--- config.mk ---
export PLATFORM = sky130hd
export DESIGN_NAME = led_ctrl_flat
export DESIGN_NICKNAME = d
export VERILOG_FILES = /design/src/rtl/led_ctrl_if.sv /design/src/rtl/led_ctrl.sv /design/src/flat_wrapper.sv
export SDC_FILE = /design/constraint.sdc
export NUM_CORES = 1
export LEC_CHECK = 0
export BUFFER_PORTS_ARGS = -buffer_cell sky130_fd_sc_hd__buf_2
export CORE_MARGIN = 2
export CORE_UTILIZATION = 55
export DETAILED_ROUTE_END_ITERATION = 10
export GPL_ROUTABILITY_DRIVEN = 1
export PLACE_DENSITY_LB_ADDON = 0.12
export SLEW_MARGIN = 20
export SYNTH_ARGS = -nofsm -noshare
export SYNTH_HDL_FRONTEND = slang
export SYNTH_SLANG_ARGS = --single-unit
--- constraint.sdc ---
create_clock -name clk -period 5.35 [get_ports clk]
set_clock_uncertainty 0.05 [all_clocks]
set_input_delay 0.535 -clock clk [delete_from_list [all_inputs] [get_ports clk]]
set_output_delay 0.535 -clock clk [all_outputs]
set_load 0.005 [all_outputs]
--- src/rtl/led_ctrl_if.sv ---
// Register-map side of the LED controller: per-LED mode, timing controls,
// one-shot strobes and the one-shot status readback.
interface led_ctrl_if #(
  parameter int PRESC_W = 16,
  parameter int NLED    = 8
);
  logic [2*NLED-1:0]  led_mode;
  logic [PRESC_W-1:0] presc_div;
  logic [7:0]         pwm_duty;
  logic [7:0]         blink_half;
  logic [NLED-1:0]    led_pulse;
  logic [NLED-1:0]    led_pulse_sts;

  modport master (
    output led_mode, presc_div, pwm_duty, blink_half, led_pulse,
    input  led_pulse_sts
  );

  modport slave (
    input  led_mode, presc_div, pwm_duty, blink_half, led_pulse,
    output led_pulse_sts
  );
endinterface

--- src/rtl/led_ctrl.sv ---
// Drives the board LEDs as off/on/blink/PWM, with a retriggerable one-shot
// override per LED. All timing derives from one shared prescaler tick.
module led_ctrl #(
  parameter int PRESC_W = 16,
  parameter int NLED    = 8
) (
  input  logic            clk,
  input  logic            res,
  led_ctrl_if.slave       regs,
  output logic [NLED-1:0] led
);

  logic [PRESC_W-1:0] presc_cnt;
  logic [7:0]         pwm_cnt;
  logic [7:0]         blink_cnt;
  logic               blink_phase;
  logic [8:0]         pulse_cnt [NLED];

  logic               tick;
  logic               period_end;
  logic               pwm_on;
  logic [8:0]         pulse_nxt [NLED];
  logic [NLED-1:0]    sts_nxt;
  logic [NLED-1:0]    led_nxt;

  // Using >= instead of == keeps the counters from running off to their full
  // wrap when presc_div is lowered below the current count.
  always_comb begin
    tick       = (presc_cnt >= regs.presc_div);
    period_end = tick && (pwm_cnt == 8'hFF);
    pwm_on     = (pwm_cnt < regs.pwm_duty);
    for (int i = 0; i < NLED; i++) begin
      pulse_nxt[i] = pulse_cnt[i];
      if (regs.led_pulse[i]) begin
        pulse_nxt[i] = 9'd256;
      end else if (tick && (pulse_cnt[i] != 9'd0)) begin
        pulse_nxt[i] = pulse_cnt[i] - 9'd1;
      end
      sts_nxt[i] = (pulse_nxt[i] != 9'd0);
      unique case (regs.led_mode[2*i +: 2])
        2'b00:   led_nxt[i] = 1'b0;
        2'b01:   led_nxt[i] = 1'b1;
        2'b10:   led_nxt[i] = blink_phase;
        default: led_nxt[i] = pwm_on;
      endcase
      led_nxt[i] = led_nxt[i] | sts_nxt[i];
    end
  end

  always_ff @(posedge clk) begin
    if (res) begin
      presc_cnt          <= '0;
      pwm_cnt            <= '0;
      blink_cnt          <= '0;
      blink_phase        <= 1'b0;
      led                <= '0;
      regs.led_pulse_sts <= '0;
      for (int i = 0; i < NLED; i++) begin
        pulse_cnt[i] <= '0;
      end
    end else begin
      presc_cnt <= tick ? '0 : presc_cnt + PRESC_W'(1);
      if (tick) begin
        pwm_cnt <= pwm_cnt + 8'd1;
      end
      if (period_end) begin
        if (blink_cnt >= regs.blink_half) begin
          blink_cnt   <= '0;
          blink_phase <= ~blink_phase;
        end else begin
          blink_cnt <= blink_cnt + 8'd1;
        end
      end
      for (int i = 0; i < NLED; i++) begin
        pulse_cnt[i] <= pulse_nxt[i];
      end
      led                <= led_nxt;
      regs.led_pulse_sts <= sts_nxt;
    end
  end

endmodule

--- src/flat_wrapper.sv ---
// flat-port wrapper written by rule: the top's interface ports become plain ports
module led_ctrl_flat 
#(
  parameter int PRESC_W = 16,
  parameter int NLED    = 8
)
  (clk, res, led, regs_led_mode, regs_presc_div, regs_pwm_duty, regs_blink_half, regs_led_pulse, regs_led_pulse_sts);
  led_ctrl_if #(.PRESC_W(PRESC_W), .NLED(NLED)) regs_i ();
  input  logic clk;
  input  logic res;
  output logic [NLED-1:0] led;
  input wire logic [$bits(regs_i.led_mode)-1:0] regs_led_mode;
  input wire logic [$bits(regs_i.presc_div)-1:0] regs_presc_div;
  input wire logic [$bits(regs_i.pwm_duty)-1:0] regs_pwm_duty;
  input wire logic [$bits(regs_i.blink_half)-1:0] regs_blink_half;
  input wire logic [$bits(regs_i.led_pulse)-1:0] regs_led_pulse;
  output wire logic [$bits(regs_i.led_pulse_sts)-1:0] regs_led_pulse_sts;
  assign regs_i.led_mode = regs_led_mode;
  assign regs_i.presc_div = regs_presc_div;
  assign regs_i.pwm_duty = regs_pwm_duty;
  assign regs_i.blink_half = regs_blink_half;
  assign regs_i.led_pulse = regs_led_pulse;
  assign regs_led_pulse_sts = regs_i.led_pulse_sts;
  led_ctrl #(.PRESC_W(PRESC_W), .NLED(NLED)) u_core (.clk(clk), .res(res), .regs(regs_i), .led(led));
endmodule
==> run_results.csv <==
group,metric,value,unit
run_status,outcome,"finished, final reports clean",
timing,layout_setup_ws,1.99,ns
clock_tree,worstSkewPairLatency,0.41,ns
power_and_ir_drop,intPower,0.00176,W
die,io-pin-count,74,
grt,grt_pass1_vias,5653,
synthesis,syn-instance-count,808,
layout,nets,973,
die,core_area,0.0120,mm²
power_and_ir_drop,switching_share,20.7,%
critical_path,crit_chain,"inv_1, ha_1, nand2b_1, a2111o_1, and4_1, nor3_2, buf_4, a21oi_1, mux2i_1, and4_1, a21oi_1",
timing,tightest_slew,0.924,ns
die,die_w,114,µm
timing,period_needed,3.36,ns
layout,nFillCells,992,
power_and_ir_drop,p_clk_share,53.0,%
synthesis,synth.distinct_cells,64,
synthesis,synth_fp_nets,908,
die,fp-row-count,40,
routing,vias,5843,
power_and_ir_drop,leakagePower,3.30,nW
routing,first_iter_violations,294,
critical_path,worst_r2r_path_depth,11,
critical_path,crit_arrival,3.59,ns
critical_path,cp-start-kind,"register",
critical_path,crit_slowest_cell,"nor3_2",
critical_path,path_delay_family,"simple AND/OR/NAND/NOR gates",
power_and_ir_drop,p_switching,0.000460,W
timing,fin_crit_sh,62.9,%
die,dieArea,0.0131,mm²
synthesis,synth_area_leaders,"dfxtp_1, ha_1, nor2_1",
grt,track_usage,23.4,%
layout,final-seq-area,0.00242,mm²
timing,grt_setup_unrepaired,"no",
placed_design,gp_congestion,0.861,
placed_design,port_buffers,73,
placed_design,post-dp-hpwl,10.6,mm
synthesis,synth_commonest_cells,"nor2_1, dfxtp_1, inv_1",
clock_tree,cts_tree,"done",
die,start_util,56.0,%
critical_path,crit_fanout,18,
power_and_ir_drop,seqPwrFrac,41.7,%
worst_hold_path,min_from,"regs_led_pulse[0]",
worst_hold_path,hold_depth,3,
layout,stdcell_count,1033,
timing,hold_viol_final,0,
grt,grt_pass1_wl,24.8,mm
critical_path,timing.rr.end,"u_core.led[0]",
clock_tree,cts_resized,0,
synthesis,ys_async_sr_fraction,0,%
layout,layout-drive-gt1-share,15.8,%
critical_path,rrSetupSlack,1.99,ns
run,timing.max_cap.violations,0,
grt,antenna_found_initial,0,
grt,grt_overflow,0,
critical_path,timing.rr.start,"u_core.presc_cnt[0]",
routing,route.detailed.drc,0,
worst_hold_path,min_to,"u_core.pulse_cnt[0][8]",
critical_path,path_class,"reg2reg",
clock_tree,cts_hold_buf,0,
synthesis,yosysSeqAreaShare,36.2,%
timing,finalSetupViolCount,0,
synthesis,ys_warn_count,0,
power_and_ir_drop,vdd_drop_max,0.171,mV
synthesis,synth_most_common_cell,"nor2_1",
routing,ant_nets,0,
layout,multiInputGateArea,0.00394,mm²
power_and_ir_drop,power.density,287,mW/mm²
routing,via_per_inst,5.66,
synthesis,synth-edff-count,0,
clock_tree,numCtsBuffers,17,
power_and_ir_drop,combPwrFrac,5.3,%
timing,fmax,297,MHz
layout,n_antenna_cell,0,
critical_path,crit_buf_inv,2,
timing,drv_slew,0,
routing,wire_per_inst,14.3,µm
die,die_y,114,µm
synthesis,synth-seq-cells,121,
routing,wl,14.8,mm
critical_path,worstSetupEndpointType,"register",
routing,drtPass1Iterations,5,
worst_hold_path,hold_path.class,"in2reg",
clock_tree,post_cts_buffers,0,
clock_tree,clk_pin_slew,0.05,ns
clock_tree,htreeDepth,4,
placed_design,dp.cells,1001,
critical_path,cpPeakStageDelay,0.67,ns
clock_tree,cts.sinks,121,
timing,max_slew_margin,38.1,%
synthesis,avgSynthCellArea,8.29,µm²
synthesis,syn-cell-area,0.00670,mm²
clock_tree,cts-root-buf,"clkbuf_16",
synthesis,synth.largest_area_cell,"dfxtp_1",
synthesis,yosys.area.top_type_share,36.2,%
critical_path,crit_required,5.58,ns
placed_design,pre_cts_slack,1.78,ns
layout,syn_to_final_growth,15.6,%
clock_tree,cts_buffer_depth,2,
synthesis,synth_ff_type,"dfxtp_1",
timing,hold_ws,0.337,ns
timing,finalSetupTns,0,ns
grt,grt_max_degree,44,
[layout by cell type (no fill, tap or decap), types with 17 or more instances in the layout]
| cell | n |
|---|---|
| a21oi_1 | 46 |
| buf_2 | 73 |
| clkbuf_16 | 17 |
| dfxtp_1 | 121 |
| ha_1 | 42 |
| inv_1 | 52 |
| nand2_1 | 49 |
| nor2_1 | 131 |
| nor3_1 | 33 |
| o21ai_0 | 19 |
| xnor2_1 | 37 |
| xor2_1 | 42 |
[cell families (layout without fill, tap and decap cells)]
group / Yosys count / in the layout / synth area share, %
AND/OR/NAND/NOR: 341 / 341 / 26.0
AO/OA/AOI/OAI: 136 / 136 / 13.5
flip-flops: 121 / 121 / 36.2
buffers and inverters: 81 / 159 / 4.95
XOR/XNOR: 79 / 79 / 10.3
adder cells (fa/ha/maj): 42 / 42 / 7.85
multiplexers: 8 / 8 / 1.21
[final cells by class]
type                    count  area share (%)
clock buffers              24            6.48
clock inverters             8            1.49
inverters                  52            2.52
multi-input cells         606            50.9
flip-flops and latches    121            31.3
well taps                 147            2.38
repair buffers             75            4.91
[how the worst max path moves through the flow]
| stage | to | cells after the start | slack, ns | from |
|---|---|---|---|---|
| final | u_core.led[0] | 11 | 1.99 | u_core.presc_cnt[0] |
| after global routing | u_core.led[0] | 10 | 1.72 | u_core.presc_cnt[9] |
| after CTS | u_core.led[0] | 11 | 1.99 | u_core.presc_cnt[0] |
| after detailed placement | u_core.led[3] | 11 | 1.78 | regs_presc_div[15] |
| after global placement | u_core.led[0] | 11 | 1.79 | regs_presc_div[0] |
| after floorplan | u_core.led[6] | 11 | 2.55 | regs_presc_div[11] |
[per-stage QoR]
stage | utilization, % | total power (W) | area (µm²)
floorplan | - | 0.00101 | 6700
CTS | 64.7 | 0.00224 | 7740
finish | 64.7 | 0.00222 | 7740
global placement | 59.6 | 0.00106 | 7120
global route | 64.7 | 0.00229 | 7740
detailed placement | 59.6 | 0.00106 | 7120
[metal layers]
| metal | GRT usage (%) | wire length [µm] | up-vias | part of all wire, % |
|---|---|---|---|---|
| met5 | 0 | 0 | - | 0 |
| met4 | 9.27 | 187 | 0 | 1.3 |
| met3 | 4.45 | 586 | 16 | 4.0 |
| met2 | 41.5 | 7370 | 133 | 50 |
| met1 | 27.8 | 6680 | 2744 | 45 |
| li1 | - | - | 2950 | - |
[power groups by stage]
| stage | clock [W] | combinational, W | sequential [W] |
|---|---|---|---|
| 6_report | 0.00118 | 0.000119 | 0.000926 |
| 3_3_place_gp | 0 | 0.000115 | 0.000944 |
| 2_1_floorplan | 0 | 0.0000677 | 0.000944 |
| 4_1_cts | 0.00120 | 0.000120 | 0.000925 |
| 3_5_place_dp | 0 | 0.000119 | 0.000944 |
| 5_1_grt | 0.00123 | 0.000135 | 0.000926 |
[worst register-to-register path, delay by kind of cell (launching register included)]
family / cells / cell delay, ns
buffers and inverters: 2 / 0.43
multiplexers: 1 / 0.19
AO/OA/AOI/OAI: 3 / 0.66
adder cells (fa/ha/maj): 1 / 0.25
flip-flops: 1 / 0.37
AND/OR/NAND/NOR: 4 / 1.27
[sequential cells by signal, summed over array words and instances, names as in the netlist]
name                       count
u_core.blink_cnt               8
u_core.blink_phase             1
u_core.led                     8
u_core.presc_cnt              16
u_core.pulse_cnt              72
u_core.pwm_cnt                 8
u_core.regs.led_pulse_sts      8
Power figures use the tool's default switching activity.
